**src/rtl/pic_pkg.sv**
```systemverilog
// Shared types and constants for the 8259 command-register and INTA stage.
package pic_pkg;

  typedef enum logic [1:0] {
    ST_IDLE = 2'd0,
    ST_ACK1 = 2'd1,
    ST_GAP  = 2'd2,
    ST_ACK2 = 2'd3
  } inta_state_e;

  localparam logic [2:0] OCW2_NSEOI = 3'b001;
  localparam logic [2:0] OCW2_SEOI  = 3'b011;

  localparam int ICW1_LTIM_BIT = 3;
  localparam int ICW1_SNGL_BIT = 1;
  localparam int ICW2_BASE_LSB = 3;
  localparam int ICW4_AEOI_BIT = 1;
  localparam int OCW2_CMD_LSB  = 5;
  localparam int OCW3_RR_BIT   = 1;
  localparam int OCW3_RIS_BIT  = 0;

  localparam logic [2:0] SPURIOUS_LEVEL = 3'd7;

endpackage

```
**src/rtl/pic_inta_sequencer.sv**
```systemverilog
// Two-pulse INTA sequencer: latches the acknowledged level, sets ISR, drives the vector.
// state | meaning
// IDLE  | waiting for first INTA fall; int_out follows the pending request
// ACK1  | first INTA pulse low; bus floated
// GAP   | between the two INTA pulses
// ACK2  | second INTA pulse low; vector driven on the bus
module pic_inta_sequencer
  import pic_pkg::*;
(
  input  logic       clk,
  input  logic       rst_n,
  input  logic       init_clear,
  input  logic       end_of_init,
  input  logic       aeoi,
  input  logic [4:0] vec_base,
  input  logic       pend_valid,
  input  logic [2:0] pend_level,
  input  logic       inta_n,
  output logic       int_out,
  output logic       isr_set,
  output logic [2:0] isr_set_level,
  output logic [7:0] vector_out,
  output logic       vector_oe,
  output logic       aeoi_req,
  output logic [2:0] aeoi_level
);

  inta_state_e state_q;
  logic       inta_prev_q;
  logic [2:0] cur_level_q;
  logic       spurious_q;
  logic       int_out_q;
  logic       isr_set_q;
  logic [2:0] isr_set_level_q;
  logic [7:0] vector_out_q;
  logic       vector_oe_q;

  logic inta_fall;
  logic inta_rise;

  assign inta_fall = inta_prev_q & ~inta_n;
  assign inta_rise = ~inta_prev_q & inta_n;

  // The parent registers this request so it can arbitrate against OCW2 EOIs.
  assign aeoi_req   = (state_q == ST_ACK2) & inta_rise & aeoi & ~spurious_q;
  assign aeoi_level = cur_level_q;

  always_ff @(posedge clk or negedge rst_n) begin
    if (!rst_n) begin
      state_q         <= ST_IDLE;
      inta_prev_q     <= 1'b1;
      cur_level_q     <= '0;
      spurious_q      <= 1'b0;
      int_out_q       <= 1'b0;
      isr_set_q       <= 1'b0;
      isr_set_level_q <= '0;
      vector_out_q    <= '0;
      vector_oe_q     <= 1'b0;
    end else begin
      inta_prev_q <= inta_n;
      isr_set_q   <= 1'b0;
      if (init_clear) begin
        state_q     <= ST_IDLE;
        vector_oe_q <= 1'b0;
        int_out_q   <= pend_valid & end_of_init;
      end else begin
        case (state_q)
          ST_IDLE: begin
            int_out_q <= pend_valid & end_of_init;
            if (inta_fall) begin
              cur_level_q     <= pend_valid ? pend_level : SPURIOUS_LEVEL;
              spurious_q      <= ~pend_valid;
              isr_set_q       <= pend_valid;
              isr_set_level_q <= pend_valid ? pend_level : SPURIOUS_LEVEL;
              int_out_q       <= 1'b0;
              state_q         <= ST_ACK1;
            end
          end
          ST_ACK1: begin
            int_out_q <= 1'b0;
            if (inta_rise) state_q <= ST_GAP;
          end
          ST_GAP: begin
            int_out_q <= 1'b0;
            if (inta_fall) begin
              vector_out_q <= {vec_base, cur_level_q};
              vector_oe_q  <= 1'b1;
              state_q      <= ST_ACK2;
            end
          end
          ST_ACK2: begin
            int_out_q <= 1'b0;
            if (inta_rise) begin
              vector_oe_q <= 1'b0;
              state_q     <= ST_IDLE;
            end
          end
          default: state_q <= ST_IDLE;
        endcase
      end
    end
  end

  assign int_out       = int_out_q;
  assign isr_set       = isr_set_q;
  assign isr_set_level = isr_set_level_q;
  assign vector_out    = vector_out_q;
  assign vector_oe     = vector_oe_q;

endmodule

```
**src/rtl/pic_control_logic.sv**
```systemverilog
// 8259 command registers, strobe edge decode, readback mux and EOI command issue.
module pic_control_logic
  import pic_pkg::*;
#(
  parameter logic [4:0] VEC_BASE_RST = 5'b00000
) (
  input  logic       clk,
  input  logic       rst_n,
  input  logic [4:1] icw_strobe,
  input  logic [3:1] ocw_strobe,
  input  logic [7:0] cmd_data,
  input  logic       end_of_init,
  input  logic       a0,
  input  logic [7:0] irr,
  input  logic [7:0] isr,
  input  logic       pend_valid,
  input  logic [2:0] pend_level,
  input  logic       inta_n,
  output logic [7:0] imr,
  output logic       ltim,
  output logic       sngl,
  output logic       aeoi,
  output logic [7:0] readback,
  output logic       int_out,
  output logic       isr_set,
  output logic [2:0] isr_set_level,
  output logic       eoi_pulse,
  output logic       eoi_specific,
  output logic [2:0] eoi_level,
  output logic [7:0] vector_out,
  output logic       vector_oe
);

  logic [4:1] icw_prev_q;
  logic [3:1] ocw_prev_q;
  logic [7:0] imr_q;
  logic       ltim_q;
  logic       sngl_q;
  logic       aeoi_q;
  logic [4:0] base_q;
  logic [7:0] icw3_q;
  logic       rsel_q;
  logic       eoi_pulse_q;
  logic       eoi_specific_q;
  logic [2:0] eoi_level_q;

  logic [4:1] icw_rise_d;
  logic [3:1] ocw_rise_d;
  logic [2:0] ocw2_cmd_d;
  logic       ocw2_eoi_d;
  logic       aeoi_req;
  logic [2:0] aeoi_level;

  assign icw_rise_d = icw_strobe & ~icw_prev_q;
  // OCW writes before initialization completes are dropped entirely.
  assign ocw_rise_d = ocw_strobe & ~ocw_prev_q & {3{end_of_init}};
  assign ocw2_cmd_d = cmd_data[7:OCW2_CMD_LSB];
  assign ocw2_eoi_d = ocw_rise_d[2] &
                      ((ocw2_cmd_d == OCW2_NSEOI) | (ocw2_cmd_d == OCW2_SEOI));

  always_ff @(posedge clk or negedge rst_n) begin
    if (!rst_n) begin
      icw_prev_q     <= '0;
      ocw_prev_q     <= '0;
      imr_q          <= '0;
      ltim_q         <= 1'b0;
      sngl_q         <= 1'b0;
      aeoi_q         <= 1'b0;
      base_q         <= VEC_BASE_RST;
      icw3_q         <= '0;
      rsel_q         <= 1'b0;
      eoi_pulse_q    <= 1'b0;
      eoi_specific_q <= 1'b0;
      eoi_level_q    <= '0;
    end else begin
      icw_prev_q     <= icw_strobe;
      ocw_prev_q     <= ocw_strobe;
      eoi_pulse_q    <= 1'b0;
      eoi_specific_q <= 1'b0;
      eoi_level_q    <= '0;
      if (icw_rise_d[1]) begin
        ltim_q <= cmd_data[ICW1_LTIM_BIT];
        sngl_q <= cmd_data[ICW1_SNGL_BIT];
        imr_q  <= '0;
        rsel_q <= 1'b0;
      end else begin
        if (icw_rise_d[2]) base_q <= cmd_data[7:ICW2_BASE_LSB];
        if (icw_rise_d[3]) icw3_q <= cmd_data;
        if (icw_rise_d[4]) aeoi_q <= cmd_data[ICW4_AEOI_BIT];
        if (ocw_rise_d[1]) imr_q  <= cmd_data;
        if (ocw_rise_d[3] && cmd_data[OCW3_RR_BIT]) rsel_q <= cmd_data[OCW3_RIS_BIT];
        // An explicit OCW2 EOI takes the single EOI slot over an automatic one.
        if (ocw2_eoi_d) begin
          eoi_pulse_q    <= 1'b1;
          eoi_specific_q <= (ocw2_cmd_d == OCW2_SEOI);
          eoi_level_q    <= (ocw2_cmd_d == OCW2_SEOI) ? cmd_data[2:0] : 3'd0;
        end else if (aeoi_req) begin
          eoi_pulse_q    <= 1'b1;
          eoi_specific_q <= 1'b1;
          eoi_level_q    <= aeoi_level;
        end
      end
    end
  end

  pic_inta_sequencer u_inta (
    .clk           (clk),
    .rst_n         (rst_n),
    .init_clear    (icw_rise_d[1]),
    .end_of_init   (end_of_init),
    .aeoi          (aeoi_q),
    .vec_base      (base_q),
    .pend_valid    (pend_valid),
    .pend_level    (pend_level),
    .inta_n        (inta_n),
    .int_out       (int_out),
    .isr_set       (isr_set),
    .isr_set_level (isr_set_level),
    .vector_out    (vector_out),
    .vector_oe     (vector_oe),
    .aeoi_req      (aeoi_req),
    .aeoi_level    (aeoi_level)
  );

  assign readback     = a0 ? imr_q : (rsel_q ? isr : irr);
  assign imr          = imr_q;
  assign ltim         = ltim_q;
  assign sngl         = sngl_q;
  assign aeoi         = aeoi_q;
  assign eoi_pulse    = eoi_pulse_q;
  assign eoi_specific = eoi_specific_q;
  assign eoi_level    = eoi_level_q;

endmodule

```
**config.mk**
```make
export PLATFORM = sky130hd
export DESIGN_NAME = pic_control_logic
export DESIGN_NICKNAME = d
export VERILOG_FILES = /design/src/rtl/pic_pkg.sv /design/src/rtl/pic_inta_sequencer.sv /design/src/rtl/pic_control_logic.sv
export SDC_FILE = /design/constraint.sdc
export NUM_CORES = 1
export LEC_CHECK = 0
export ABC_CLOCK_PERIOD_IN_PS = 1920
export BUFFER_PORTS_ARGS = -buffer_cell sky130_fd_sc_hd__buf_4
export CAP_MARGIN = 20
export CORE_UTILIZATION = 45
export CTS_BUF_LIST = sky130_fd_sc_hd__clkbuf_8 sky130_fd_sc_hd__clkbuf_16
export CTS_CLUSTER_DIAMETER = 50
export DETAILED_ROUTE_END_ITERATION = 8
export PLACE_DENSITY = 0.82
export SKIP_CTS_REPAIR_TIMING = 1
export SYNTH_ARGS = -nofsm -noshare
export SYNTH_HDL_FRONTEND = slang
export SYNTH_SLANG_ARGS = --single-unit
```
**constraint.sdc**
```tcl
create_clock -name clk -period 1.92 [get_ports clk]
set_input_delay 0.384 -clock clk [delete_from_list [all_inputs] [get_ports clk]]
set_output_delay 0.384 -clock clk [all_outputs]
set_load 0.02 [all_outputs]
```
# Word-level counts from Yosys, hierarchy flattened
# Cells that the tools add are included.
op_classes:
  eq_ne: 9
  bitwise_logic: 18
  muxes: 32
  reduce_logical: 12
ops:
  columns: ["operator", "count"]
  rows:
  - ["8-bit two-way mux", 4]
  - ["1-bit two-way mux", 15]
  - ["3-bit two-way mux", 5]
  - ["3-bit by 2-bit inequality test with 1-bit output, second input constant", 4]
  - ["2-bit two-way mux", 5]
  - ["3-bit AND reduction", 3]
  - ["2-bit case mux with 4 select lines", 1]
  - ["1-bit AND", 7]
  - ["3-bit AND", 2]
  - ["1-bit inverter", 5]
  - ["4-bit AND", 1]
  - ["2-bit equality test, second input constant", 2]
  - ["4-bit inverter", 1]
  - ["1-bit case mux with 2 select lines", 2]
  - ["2-bit AND reduction", 2]
  - ["4-bit AND reduction", 1]
  - ["2-bit nonzero test", 2]
  - ["3-bit by 1-bit equality test with 1-bit output, second input constant", 1]
  - ["3-bit by 2-bit equality test with 1-bit output, second input constant", 1]
  - ["3-bit inverter", 1]
  - ["3-bit nonzero test", 1]
  - ["3-bit OR reduction", 1]
  - ["2-bit by 1-bit equality test with 1-bit output, second input constant", 1]
  - ["2-bit zero test", 1]
  - ["other kinds (2)", 2]
totals:
  out_inout_bits: 38
  ff_bits: 47
  input_bits: 40
  elab_cells: 90

# Logic depth before layout (Yosys ltp)
depth:
  word_depth: 8
  ltp_mapped: 5
  depth_no_buf: 5

# Modules after synthesis
# From an unflattened synthesis, not the netlist that was laid out.
hier_totals:
  hier_cells: 181
  hier_area_um2: 2140.8
by_module_without_submodules:
  columns: ["mod", "cells_per_inst", "seq_area_each_um2", "instances", "area_each_um2"]
  rows:
  - ["pic_control_logic", 108, 700.7, 1, 1282.5]
  - ["pic_inta_sequencer", 73, 451.7, 1, 858.3]

# Least setup slack after synthesis
# Ideal clock, no wire load.
synth_path:
  path_kind: "reg-to-output"
  from: "reg rsel_q"
  to: "out readback[0]"
  t_arrival_ns: 1.305
  required_ns: 1.536
  path_buffers: 1
  stages_incl_launch_ff: 4
  setup_slack_ns: 0.231
  cell_sequence: "dfrtp_1 > clkbuf_1 > mux2i_1 > o21ai_0"
synth_via:
  elab_chain_len: 2
synth_rtl:
  columns: ["item", "line", "source"]
  rows:
  - ["from (decl)", "pic_control_logic.sv:42", "logic rsel_q;"]
  - ["from (signal assigned)", "pic_control_logic.sv:91", "if (ocw_rise_d[3] && cmd_data[OCW3_RR_BIT]) rsel_q <= cmd_data[OCW3_RIS_BIT];"]
  - ["8-bit two-way mux (2 in a row)", "pic_control_logic.sv:125", "assign readback = a0 ? imr_q : (rsel_q ? isr : irr);"]
  - ["to (decl)", "pic_control_logic.sv:23", "output logic [7:0] readback,"]
# Every way passes these cells.

# Worst setup path after layout
layout_path:
  from: "reg rsel_q"
  to: "out readback[4]"
# The elaborated chain is that of the path after synthesis.

==> metrics <==
Yosys cell types 27; reg-to-reg startpoint u_inta.state_q[0]$_DFFE_PN0P_; largest area contributor in the netlist dfrtp_1; post-route design area 0.00276 mm2; first-pass GRT wire length 7120 um; most frequent cells in the layout 79 x buf_4, 45 x dfrtp_1, 25 x nand2_1, 18 x mux2i_1, 16 x nor2_1; Final setup viols 0; worst hold path class input port to async pin; Syn Nets 228; Clk Latency, worst-skew pair 300 ps; fin crit period 1850 ps; Max Cap Viol 0; worst path arrival time 1460 ps; die width 69.4 um; hpwl dp 3300 um; period utilisation layout 96.3%; Seq cells post-synth 46; Placer Congestion 0.773; design internal power 1950 uW; status complete, no violations; Slew @ Worst Pin 567 ps; largest net degree at the start of global routing 47; clk sinks 46; Top Ports 78; register area share after synthesis 56.3%; Pins Over Slew Limit 0; final wirelength 4380 um; CTS root buffer clkbuf_8; sequential group share of total power 44.7%; die height 69.4 um; endpoints failing hold 0; Total Nets Final 307; # DRC 0; gr usage total 19.2%; PortBufs 76; DRT iter0 DRCs 102; area growth from synthesis to layout 35.1%; Clock Tree Buf Depth 2; Area contributors post-synth dfrtp_1 55%, mux2i_1 8.8%, mux2_2 7.2%, nand2_1 4.6%, o21ai_0 3.7%; initial antenna violation count 0; Worst-path clk slew 80 ps; RSZ-0062 raised after global routing no; grt total ovfl 0; Post-DP Area 0.00267 mm2; vias in the first global route 1510; Power Density 1070 mW/mm2; Max-slew headroom 62.1%; FP Rows 24; Max IR drop VDD 0.000515 V; crit start category register; layout cells sized above 1 39.5%; TritonCTS clock tree yes; Fin Setup TNS 0 ps; die area 0.00482 mm2; worst setup path startpoint rsel_q$_DFFE_PN0P_; Multi-input gate area 836 um2; Yosys warnings 0; Post-Syn Area 0.00205 mm2; CTS H-tree lvls 2; fmax 0.541 GHz; Crit. End Element output pin; Setup Skew 5.59 ps; fill count 356; Yosys top cell area share 55.0%; syn avg cell area 11.2 um2; vias post-DR 1588; Clk network pwr share 20.6%; Num CTS Buffers 5; Leak 0.00141 uW; commonest non-fill, non-tap cell in the layout buf_4; switching share of total power 33.9%; logic gate share of total power 34.6%; CP Max Fanout 9; Psw 1000 uW; Initial Util 47.0%; Worst Setup Path Type register to output pin; CP required 1540 ps; CORE AREA 0.00435 mm2; Register Area 0.00115 mm2; First-pass DRT Iterations 4; Mapped Cells 183; Antenna diodes 0; WL/cell 13.9 um; DRT antenna net count 0; Vias/cell 5.04
[layout make-up]
| class | count | share of cell area, % |
|---|---|---|
| clock buffers | 6 | 2.99 |
| inverters | 6 | 0.815 |
| flip-flops and latches | 46 | 41.7 |
| repair buffers | 79 | 21.5 |
| well taps | 52 | 2.35 |
| clock inverters | 2 | 0.453 |
| multi-input cells | 124 | 30.2 |
[flip-flops by register name, summed over array words and instances (netlist names)]
name / count
aeoi: 1
eoi_pulse: 1
u_inta.inta_prev_q: 1
base_q: 5
u_inta.int_out: 1
ltim: 1
eoi_specific: 1
rsel_q: 1
u_inta.aeoi_level: 3
u_inta.vector_oe: 1
ocw_prev_q: 3
sngl: 1
u_inta.isr_set: 1
u_inta.state_q: 2
imr: 8
u_inta.vector_out: 8
eoi_level: 3
u_inta.spurious_q: 1
icw_prev_q: 3
[cell usage after synthesis, drive strengths merged]
master and count:
nand3b 3, dfstp 1, nand2 25, nand4 3, mux2i 18, clkbuf 4, ha 5, dfrtp 45
o21ai 15, or2 3, inv 6, a21oi 9, nor2 17, nand4b 1, or4b 1, nand3 2
buf 3, a221oi 1, mux2 14, nand2b 3, nor4bb 1, o32ai 1, nor2b 2
[worst max-delay path, cell delays in order, from the launching register on]
cell,delay [ps]
dfrtp_1,650
mux2i_1,240
o21ai_0,100
buf_4,170
[through the flow]
stage / utilization [%] / power, uW / hold slack (ps) / std cells / setup WS, ps
2_1_floorplan: - / 1910 / 88.4 / 183 / 231
3_3_place_gp: 61.3 / 2330 / 416 / 307 / 344
3_5_place_dp: 61.3 / 2380 / 414 / 307 / 255
4_1_cts: 63.5 / 2980 / 87.2 / 315 / 80.8
5_1_grt: 63.5 / 3110 / 120 / 315 / 17.0
6_report: 63.5 / 2960 / 71.7 / 315 / 72.0
[layer usage]
layer / GRT usage, % / routed length (um)
met3: 4.36 / 240
met5: 0 / 0
met2: 30.9 / 2210
met4: 10.7 / 88
met1: 23.8 / 1840
[final timing paths]
check / to / slack [ps] / depth (start not counted)
min in group clk: ocw_prev_q[1]$_DFF_PN0_ / 190 / 1
worst min-delay path: u_inta.vector_out[1]$_DFFE_PN0P_ / 70 / 1
worst max-delay path: readback[4] / 70 / 3
worst max register to register: u_inta.state_q[1]$_DFFE_PN0P_ / 240 / 5
worst min register to register: sngl$_DFFE_PN0P_ / 490 / 2
max in group asynchronous: u_inta.inta_prev_q$_DFF_PN1_ / 1480 / 1
[cells by family after synthesis]
logic type	synth area share, %
muxes	16.7
buffers and inverters	2.81
adders and majority gates	3.06
and+or+nand+nor	14.4
DFF	56.3
AOI/OAI and AO/OA	6.73
[power groups by stage]
stage / Combinational [uW] / Clock [uW] / Sequential [uW]
4_1_cts: 1030 / 624 / 1320
5_1_grt: 1100 / 656 / 1360
2_1_floorplan: 415 / 0 / 1500
3_5_place_dp: 1030 / 0 / 1340
6_report: 1020 / 610 / 1320
3_3_place_gp: 997 / 0 / 1330
(Power assumes the default switching activity.)
